## src/rtl/bp_stream_host_pkg.sv

```systemverilog
// Shared definitions for the host MMIO stream target.
// Holds the default host address map, the FSM state encoding and the
// all-ones value returned by getchar when no RX byte is available.
package bp_stream_host_pkg;

  localparam logic [31:0] getchar_addr_gp = 32'h0010_0000;
  localparam logic [31:0] putchar_addr_gp = 32'h0010_1000;
  localparam logic [31:0] finish_addr_gp  = 32'h0010_2000;
  localparam logic [31:0] cycle_addr_gp   = 32'h0010_3000;

  localparam logic [63:0] eof_val_gp = 64'hFFFF_FFFF_FFFF_FFFF;

  typedef enum logic [1:0] {
    e_addr    = 2'd0,
    e_data    = 2'd1,
    e_resp_lo = 2'd2,
    e_resp_hi = 2'd3
  } state_e;

endpackage

```

## src/rtl/bsg_counter_clear_up.sv

```systemverilog
// Free-running up counter with synchronous clear.
// Ports:
//   clk_i   - clock
//   reset_i - synchronous active-high reset, loads init_val_p
//   clear_i - synchronous clear, loads init_val_p
//   up_i    - increment by one this cycle
//   count_o - current count; wraps from all-ones to zero
module bsg_counter_clear_up #(
  parameter int unsigned       width_p    = 64,
  parameter logic [width_p-1:0] init_val_p = '0
) (
  input  logic               clk_i,
  input  logic               reset_i,
  input  logic               clear_i,
  input  logic               up_i,
  output logic [width_p-1:0] count_o
);

  logic [width_p-1:0] count_q, count_d;

  // Next count: clear wins over increment; natural wrap at the top.
  always_comb begin
    count_d = count_q;
    if (clear_i) begin
      count_d = init_val_p;
    end else if (up_i) begin
      count_d = count_q + {{(width_p-1){1'b0}}, 1'b1};
    end else begin
      count_d = count_q;
    end
  end

  // Count register.
  always_ff @(posedge clk_i) begin
    if (reset_i) begin
      count_q <= init_val_p;
    end else begin
      count_q <= count_d;
    end
  end

  assign count_o = count_q;

endmodule

```

## src/rtl/bp_stream_host_mmio_target.sv

```systemverilog
// Host-side endpoint for the BedRock-to-stream MMIO bridge.
// Each inbound command is two stream words (address, then data). The address
// alone selects the operation: putchar/finish are writes, getchar/cycle are
// reads that return a 64-bit value as two stream words, low word first.
// Ports:
//   clk_i, reset_i                          - clock, synchronous active-high reset
//   stream_v_i/stream_data_i/stream_ready_o - inbound command words
//   stream_v_o/stream_data_o/stream_yumi_i  - outbound response words
//   tx_v_o/tx_data_o/tx_ready_i             - UART TX byte
//   rx_v_i/rx_data_i/rx_yumi_o              - UART RX byte
//   finish_o/finish_code_o                  - sticky finish flag and code
//   error_o                                 - sticky unknown-address flag
module bp_stream_host_mmio_target
  import bp_stream_host_pkg::*;
#(
  parameter int unsigned stream_data_width_p = 32,
  parameter logic [31:0] getchar_addr_p      = getchar_addr_gp,
  parameter logic [31:0] putchar_addr_p      = putchar_addr_gp,
  parameter logic [31:0] finish_addr_p       = finish_addr_gp,
  parameter logic [31:0] cycle_addr_p        = cycle_addr_gp
) (
  input  logic                           clk_i,
  input  logic                           reset_i,
  input  logic                           stream_v_i,
  input  logic [stream_data_width_p-1:0] stream_data_i,
  output logic                           stream_ready_o,
  output logic                           stream_v_o,
  output logic [stream_data_width_p-1:0] stream_data_o,
  input  logic                           stream_yumi_i,
  output logic                           tx_v_o,
  output logic [7:0]                     tx_data_o,
  input  logic                           tx_ready_i,
  input  logic                           rx_v_i,
  input  logic [7:0]                     rx_data_i,
  output logic                           rx_yumi_o,
  output logic                           finish_o,
  output logic [7:0]                     finish_code_o,
  output logic                           error_o
);

  state_e                               state_q, state_d;
  logic [stream_data_width_p-1:0]       addr_q, addr_d;
  logic [2*stream_data_width_p-1:0]     resp_q, resp_d;
  logic                                 finish_q, finish_d;
  logic [7:0]                           finish_code_q, finish_code_d;
  logic                                 error_q, error_d;
  logic [63:0]                          cycle_cnt;

  logic is_get, is_put, is_fin, is_cyc;

  bsg_counter_clear_up #(
    .width_p    (64),
    .init_val_p (64'h0)
  ) cycle_counter (
    .clk_i   (clk_i),
    .reset_i (reset_i),
    .clear_i (1'b0),
    .up_i    (1'b1),
    .count_o (cycle_cnt)
  );

  // Full 32-bit address match; no masking so aliases are reported as errors.
  assign is_get = (addr_q == getchar_addr_p);
  assign is_put = (addr_q == putchar_addr_p);
  assign is_fin = (addr_q == finish_addr_p);
  assign is_cyc = (addr_q == cycle_addr_p);

  // Next-state, decode and handshake outputs.
  always_comb begin
    state_d        = state_q;
    addr_d         = addr_q;
    resp_d         = resp_q;
    finish_d       = finish_q;
    finish_code_d  = finish_code_q;
    error_d        = error_q;
    stream_ready_o = 1'b0;
    stream_v_o     = 1'b0;
    stream_data_o  = '0;
    tx_v_o         = 1'b0;
    tx_data_o      = 8'h00;
    rx_yumi_o      = 1'b0;

    case (state_q)
      e_addr: begin
        stream_ready_o = 1'b1;
        if (stream_v_i) begin
          addr_d  = stream_data_i;
          state_d = e_data;
        end else begin
          state_d = e_addr;
        end
      end

      e_data: begin
        // putchar forwards the stream handshake straight to TX so the data
        // word and the TX byte are consumed in the same cycle.
        if (is_put) begin
          stream_ready_o = tx_ready_i;
          tx_v_o         = stream_v_i;
          tx_data_o      = stream_data_i[7:0];
        end else begin
          stream_ready_o = 1'b1;
        end

        if (stream_v_i && (!is_put || tx_ready_i)) begin
          if (is_put) begin
            state_d = e_addr;
          end else if (is_fin) begin
            finish_d      = 1'b1;
            finish_code_d = stream_data_i[7:0];
            state_d       = e_addr;
          end else if (is_get) begin
            rx_yumi_o = rx_v_i;
            if (rx_v_i) begin
              resp_d = {56'h0, rx_data_i};
            end else begin
              resp_d = eof_val_gp;
            end
            state_d = e_resp_lo;
          end else if (is_cyc) begin
            resp_d  = cycle_cnt;
            state_d = e_resp_lo;
          end else begin
            // No response for an unknown address: the bridge stalls and
            // error_o is the only indication.
            error_d = 1'b1;
            state_d = e_addr;
          end
        end else begin
          state_d = e_data;
        end
      end

      e_resp_lo: begin
        stream_v_o    = 1'b1;
        stream_data_o = resp_q[stream_data_width_p-1:0];
        if (stream_yumi_i) begin
          state_d = e_resp_hi;
        end else begin
          state_d = e_resp_lo;
        end
      end

      e_resp_hi: begin
        stream_v_o    = 1'b1;
        stream_data_o = resp_q[2*stream_data_width_p-1:stream_data_width_p];
        if (stream_yumi_i) begin
          state_d = e_addr;
        end else begin
          state_d = e_resp_hi;
        end
      end

      default: begin
        state_d = e_addr;
      end
    endcase
  end

  // State, command and status registers.
  always_ff @(posedge clk_i) begin
    if (reset_i) begin
      state_q       <= e_addr;
      addr_q        <= '0;
      resp_q        <= '0;
      finish_q      <= 1'b0;
      finish_code_q <= 8'h00;
      error_q       <= 1'b0;
    end else begin
      state_q       <= state_d;
      addr_q        <= addr_d;
      resp_q        <= resp_d;
      finish_q      <= finish_d;
      finish_code_q <= finish_code_d;
      error_q       <= error_d;
    end
  end

  assign finish_o      = finish_q;
  assign finish_code_o = finish_code_q;
  assign error_o       = error_q;

endmodule
```

## config.mk

```make
export PLATFORM = sky130hd
export DESIGN_NAME = bp_stream_host_mmio_target
export DESIGN_NICKNAME = d
export VERILOG_FILES = /design/src/rtl/bp_stream_host_pkg.sv /design/src/rtl/bsg_counter_clear_up.sv /design/src/rtl/bp_stream_host_mmio_target.sv
export SDC_FILE = /design/constraint.sdc
export NUM_CORES = 1
export LEC_CHECK = 0
export ABC_AREA = 1
export CORE_MARGIN = 4
export CORE_UTILIZATION = 40
export DETAILED_ROUTE_END_ITERATION = 12
export PLACE_DENSITY = 0.61
export SLEW_MARGIN = 20
export SYNTH_ARGS = -nofsm -noshare
export SYNTH_HDL_FRONTEND = slang
export SYNTH_HIERARCHICAL = 1
export SYNTH_SLANG_ARGS = --single-unit
```

## constraint.sdc

```tcl
create_clock -name clk_i -period 2 [get_ports clk_i]
set_input_delay 0.2 -clock clk_i [delete_from_list [all_inputs] [get_ports clk_i]]
set_output_delay 0.2 -clock clk_i [all_outputs]
set_load 0.02 [all_outputs]
```

==> implementation parameters <==
Parameter                              Value

Global route
  Initial antenna violation count    0
  Maximum number of pins on one net before global-route repair    64
  Vias in the first global route    8753
  Final global-route overflow total    0
  Wire length of the first global-routing pass    46.3 mm
  All-layer global routing usage    0.217

Die
  Die Width    162 µm
  Area of the die    26200 µm²
  Placeable Area    23400 µm²
  Initial core utilization    0.405
  Die height    162 µm
  Number of core rows    56
  Number of top-level pins    100

Logic synthesis
  Area share of the leading cell type in the synthesized netlist    0.363
  Leading post-synthesis cells by cell area    sky130_fd_sc_hd__dfxtp_1 (36%), sky130_fd_sc_hd__nand2_1 (19%), sky130_fd_sc_hd__nor2_1 (16%)
  Post-synth cell types    40
  Gate count after technology mapping    1561
  Synthesis-stage register bit count    172
  Number of enable-type register cells in the synthesized netlist    0
  Total of warnings raised by yosys    6
  Library cell occupying the most area in the post-synthesis netlist    sky130_fd_sc_hd__dfxtp_1
  Most instantiated library cell after synthesis    sky130_fd_sc_hd__nand2_1
  Post-synthesis instance area    9480 µm²
  Sequential-to-total area share from yosys stat    0.363
  Per-instance average area after synthesis    6.07 µm²
  Most common library cells after synthesis    sky130_fd_sc_hd__nand2_1 (484), sky130_fd_sc_hd__nor2_1 (394), sky130_fd_sc_hd__dfxtp_1 (172)
  Primary flip-flop cell chosen by synthesis mapping    sky130_fd_sc_hd__dfxtp_1
  Proportion of register bits with asynchronous set or reset after synthesis    0

Worst setup path
  Slowest library cell on the worst path    sky130_fd_sc_hd__dfxtp_1
  Critical Setup Path Class    reg2out
  Peak fanout along the critical path    2
  Slowest cell delay on critical path    0.35 ns
  Register-to-register setup slack    0.09 ns
  Cell chain of the critical path    nor2_2 > nand2_2 > nor2_4 > nand2_2 > nor2_4 > buf_6 > nor2_4 > nand2_2 > nor4_2 > buf_2
  Critical register-to-register path endpoint    resp_q[1]$_SDFFE_PP0P_
  Critical path required time    1.80 ns
  End point of the critical path    rx_yumi_o
  Timing startpoint of the critical path    addr_q[0]$_SDFFE_PP0P_
  Worst reg-to-reg path cell count    13
  Worst EP arrival    1.90 ns
  Crit. End Element    output port
  Worst reg2reg path startpoint    addr_q[1]$_SDFFE_PP0P_
  Sort of element at the start of the critical path    flop

STA
  Final-report max-slew violation count    0
  Number of endpoints with negative hold slack in the final report    0
  Worst Setup Slack, final    -0.0955 ns
  Fin Hold WS    0.375 ns
  Unrepaired setup endpoints after global routing    yes
  Timing-limited maximum frequency    477 MHz
  Setup-violating endpoint count in the final report    1
  Crit share post-route    1.05
  Maximum clock skew at final layout    0.00920 ns
  Shortest period the worst path allows    2.10 ns

Drt
  Initial DRC Count    1024
  Drc violations    0
  Count of TritonRoute iterations in the first routing pass    6
  Total vias in the final route    10.1k
  Final routed wirelength across all metal layers    30.5 mm
  Antenna-violating nets left    0
  Avg WL per Cell    15.0 µm
  Via density    4.95

Clocking
  Clock tree sinks    172
  CTS tree    built
  Master cell of the clock root buffer    sky130_fd_sc_hd__clkbuf_16
  Clock Tree Buf Depth    2
  Insertion delay to the later sink of the worst-skew pair    0.44 ns
  H-tree depth    4
  CTS Buf Count    17
  Clock slew at reported path FFs    0.07 ns

Pwr
  Power per standard cell area    621 nW/µm²
  Maximum ir drop on the vdd rail    0.421 mV
  Total power draw    7.55 mW
  Static leakage    5.47 nW

Run status
  Failing checks    negative setup slack
  Run status    finished with violations

Layout
  Fill cells    2442
  Area of the multi-input gates    5350 µm²
  Area Growth Syn to Fin    28.4%
  Register area    3470 µm²
  Ant. Diodes    0
  Ratio of cells with drive above 1 in the final layout    0.174
  Final #Nets    1745

Placed design
  Worst-case setup slack after placement    -0.149 ns
  Final weighted congestion in routability-driven placement    0.951
  Placed wire-length estimate    21.4 mm
  Port Buf Inserts    99

Run
  Max-cap violations    0

Min path
  Hold Crit Class    in2reg
cell type report:
cell class | count | area share
Multi-Input combinational cell | 1170 | 0.440
Tap cell | 319 | 0.0328
Sequential cell | 172 | 0.285
Timing Repair Buffer | 178 | 0.144
Inverter | 159 | 0.0493
Clock buffer | 21 | 0.0387
Clock inverter | 11 | 0.0110
logic make-up after synthesis:
| group | count (synthesis) | synth area share |
|---|---|---|
| simple gates | 1026 | 0.449 |
| buf+inv | 220 | 0.0998 |
| other cells | 2 | 0.000792 |
| fa+ha+maj | 1 | 0.00132 |
| compound gates | 131 | 0.0778 |
| flops | 172 | 0.363 |
| xor+xnor | 9 | 0.00832 |
placed cells by master (no fill, tap or decap), types with 5 or more instances in the layout:
master                            instances
sky130_fd_sc_hd__o21a_1                   5
sky130_fd_sc_hd__clkdlybuf4s50_1         56
sky130_fd_sc_hd__inv_2                    9
sky130_fd_sc_hd__nor2_2                  43
sky130_fd_sc_hd__dfxtp_2                 21
sky130_fd_sc_hd__nand2_2                 26
sky130_fd_sc_hd__xor2_1                   6
sky130_fd_sc_hd__clkbuf_16               24
sky130_fd_sc_hd__buf_4                   54
sky130_fd_sc_hd__dfxtp_1                151
sky130_fd_sc_hd__clkbuf_2                28
sky130_fd_sc_hd__buf_12                  12
sky130_fd_sc_hd__nand2_1                467
sky130_fd_sc_hd__a21oi_1                 35
sky130_fd_sc_hd__nand4_1                 21
sky130_fd_sc_hd__or2_2                    5
sky130_fd_sc_hd__nor2_1                 364
sky130_fd_sc_hd__nand3_1                 48
sky130_fd_sc_hd__inv_1                  148
sky130_fd_sc_hd__o21bai_1                 6
sky130_fd_sc_hd__nor2_4                  23
sky130_fd_sc_hd__nor3_1                   6
sky130_fd_sc_hd__o21ai_0                 42
sky130_fd_sc_hd__o22ai_1                 31
sky130_fd_sc_hd__buf_6                   14
flip-flops by register name (all words and copies together), names as in the netlist:
register / count
cycle_counter/count_o: 64
finish_o: 1
finish_code_o: 8
state_q: 2
error_o: 1
resp_q: 64
addr_q: 32
worst max-delay path: cells and delay by family, from the launching register on:
family,cells,cell delay [ns]
buffers and inverters,2,0.32
and+or+nand+nor,8,0.79
DFF,1,0.35
metal layers:
metal  up-vias  share of wire  track usage
met2       323           0.42        0.319
met4         0          0.011       0.0461
met3        29          0.064       0.0388
li1       5080              -            -
met1      4626           0.50        0.333
met5         -              0            0
repair_timing:
action                                  4_1_cts  5_1_grt
gates cloned                                  0        9
setup buffers                                 4        7
endpoints found under the setup margin       43      107
hold buffers                                  0        0
gates resized for setup                     120      145
pin swaps                                     1       25
through the flow:
stage	utilization	cell area [µm²]	TNS (ns)	std cells
floorplan	-	9480	0	1562
global placement	0.475	11100	-0.735	1980
detailed placement	0.475	11100	-1.09	1980
CTS	0.502	11700	-1.26	2016
global route	0.520	12200	-1.02	2030
finish	0.520	12200	-0.0955	2030
report_power, final:
| group | internal, mW | switching, mW |
|---|---|---|
| combinational | 0.284 | 0.317 |
| clock | 1.96 | 1.46 |
| sequential | 3.49 | 0.0404 |
| total | 5.73 | 1.82 |
worst min path at each step:
stage,from,endpoint,slack (ns),cells past startpoint
6_report,stream_data_i[8],addr_q[8]$_SDFFE_PP0P_,0.38,3
2_1_floorplan,stream_data_i[0],finish_code_o[0]$_SDFFE_PP0P_,0.33,2
4_1_cts,stream_data_i[11],addr_q[11]$_SDFFE_PP0P_,0.37,3
5_1_grt,stream_data_i[8],addr_q[8]$_SDFFE_PP0P_,0.38,3
3_5_place_dp,finish_o$_SDFFE_PP0P_,finish_o$_SDFFE_PP0P_,0.46,2
3_3_place_gp,finish_o$_SDFFE_PP0P_,finish_o$_SDFFE_PP0P_,0.46,2
Note: power is estimated with default switching activity, not from simulation.
==> variant (same flow settings) <==
Re-encode `state_e` (4 states) as one-hot, 4 bits wide.
--- a/src/rtl/bp_stream_host_pkg.sv
+++ b/src/rtl/bp_stream_host_pkg.sv
@@ -11,9 +11,9 @@
   localparam logic [63:0] eof_val_gp = 64'hFFFF_FFFF_FFFF_FFFF;
 
-  typedef enum logic [1:0] {
-    e_addr    = 2'd0,
-    e_data    = 2'd1,
-    e_resp_lo = 2'd2,
-    e_resp_hi = 2'd3
+  typedef enum logic [3:0] {
+    e_addr    = 4'b0001,
+    e_data    = 4'b0010,
+    e_resp_lo = 4'b0100,
+    e_resp_hi = 4'b1000
   } state_e;
 
Formal check against the unedited RTL: same outputs for any inputs over 4 cycles, from zero or initial values and one cycle with reset_i high; so few cycles prove little.
==> variant against the unedited design <==
  * The run still ends with negative setup slack left
  * Sequential cell count increased by 2
  * Wire length increased by 6.4%
  * Via count increased by 2.3%
  * Final area increased by 4.7%
  * Synthesized cell count increased by 2.2%
  * Core utilization increased by 1.7 points
  * Synthesized area increased by 2.9%
  * Power increased by 3.9%
  * Worst setup slack improved by 78 ps
  * Critical endpoint unchanged
==> variant: results (changes against the unedited design) <==
The tools report the final hold slack as 341 ps (was 375 ps). For the final critical-path setup slack, the log shows -17.4 ps (was -95.5 ps). The setup violation total in the final timing report came out at 1 (unchanged). The post-detailed-route wirelength per cell is 15.6 µm (was 15.0 µm).

The run gives 0.954 (was 0.951) as the placer's final routability congestion estimate. Slowest stage cell on the critical path: sky130_fd_sc_hd__dfxtp_2 (was sky130_fd_sc_hd__dfxtp_1). The total length of routed met3 wires was 2130 µm (was 1940 µm); the length of the first detailed-routing pass in iterations was 5 (was 6). For the pre-CTS worst setup slack, the log shows -139 ps (was -149 ps). The static leakage came out at 5.63 nW (was 5.47 nW).

For the minimum setup slack among reg-to-reg paths, the log shows 70 ps (was 90 ps). The post-cts gate resize count was 225 (was 120); the length in cells of the worst reg-to-reg path was 12 (was 13). The number of DRC violations after detailed-routing iteration 0 is 877 (was 1024). First element of the critical path: addr_q[17] (was addr_q[0]). For the sum of negative setup slack, the log shows -17.4 ps (was -95.5 ps). The final-layout fill cell count is 2310 (was 2442), and the routed metal-1 wirelength is 15600 µm (was 15300 µm). The run finished, with violations left. Wire length on met2: 14100 µm (was 13000 µm). The tools report the worst supply voltage drop on vdd as 450 µV (was 421 µV).

Cells taking the most area after synthesis: sky130_fd_sc_hd__dfxtp_1 (36%), sky130_fd_sc_hd__nand2_1 (19%), sky130_fd_sc_hd__nor2_1 (14%), sky130_fd_sc_hd__inv_1 (6.1%), sky130_fd_sc_hd__nand3_1 (3.2%) (was sky130_fd_sc_hd__dfxtp_1 (36%), sky130_fd_sc_hd__nand2_1 (19%), sky130_fd_sc_hd__nor2_1 (16%), sky130_fd_sc_hd__inv_1 (5.9%), sky130_fd_sc_hd__nand3_1 (2.6%)). The logs give 2.18 mW (was 1.82 mW) for the switching component of the power and 17.0 ps (was 9.20 ps) for the setup skew after layout. The distinct cell type count of the synthesized netlist came out at 37 (was 40). Violated checks: negative setup slack (unchanged). The run gives 9062 (was 8753) as the via count of the first global-routing pass.
-- variant: cell types whose count changed after synthesis, sizes merged, moves of 4 or more --
cell and change:
clkinv +4, inv +11, o21bai -5, buf -4, nand3 +17, nor2 -17, nand2 +15, a21oi +14
-- variant: kinds of logic (layout without fill, tap and decap cells) --
group	count (synthesis)	count (layout)	share of synthesized area (%)
other	2	3	0.0770
buffers and inverters	231	391	10.4
and+or+nand+nor	1044	1045	45.3
xor gates and xnor gates	9	9	0.809
AOI/OAI and AO/OA	134	134	7.48
adders and majority gates	1	1	0.128
DFF	174	174	35.7
-- variant: per-layer routing --
layer / vias to the layer above / global-route usage [%]
li1: 5209 / -
met3: 37 / 3.79
met2: 327 / 33.6
met5: - / 0
met4: 0 / 5.91
met1: 4721 / 33.7
-- variant: final cells by class --
class	instances	area [µm²]	share of cell area [%]
inverters	174	663	5.20
flip-flops and latches	174	3500	27.4
clock inverters	13	144	1.13
multi-input cells	1192	5690	44.6
well taps	319	399	3.13
repair buffers	185	1900	14.9
clock buffers	19	453	3.55
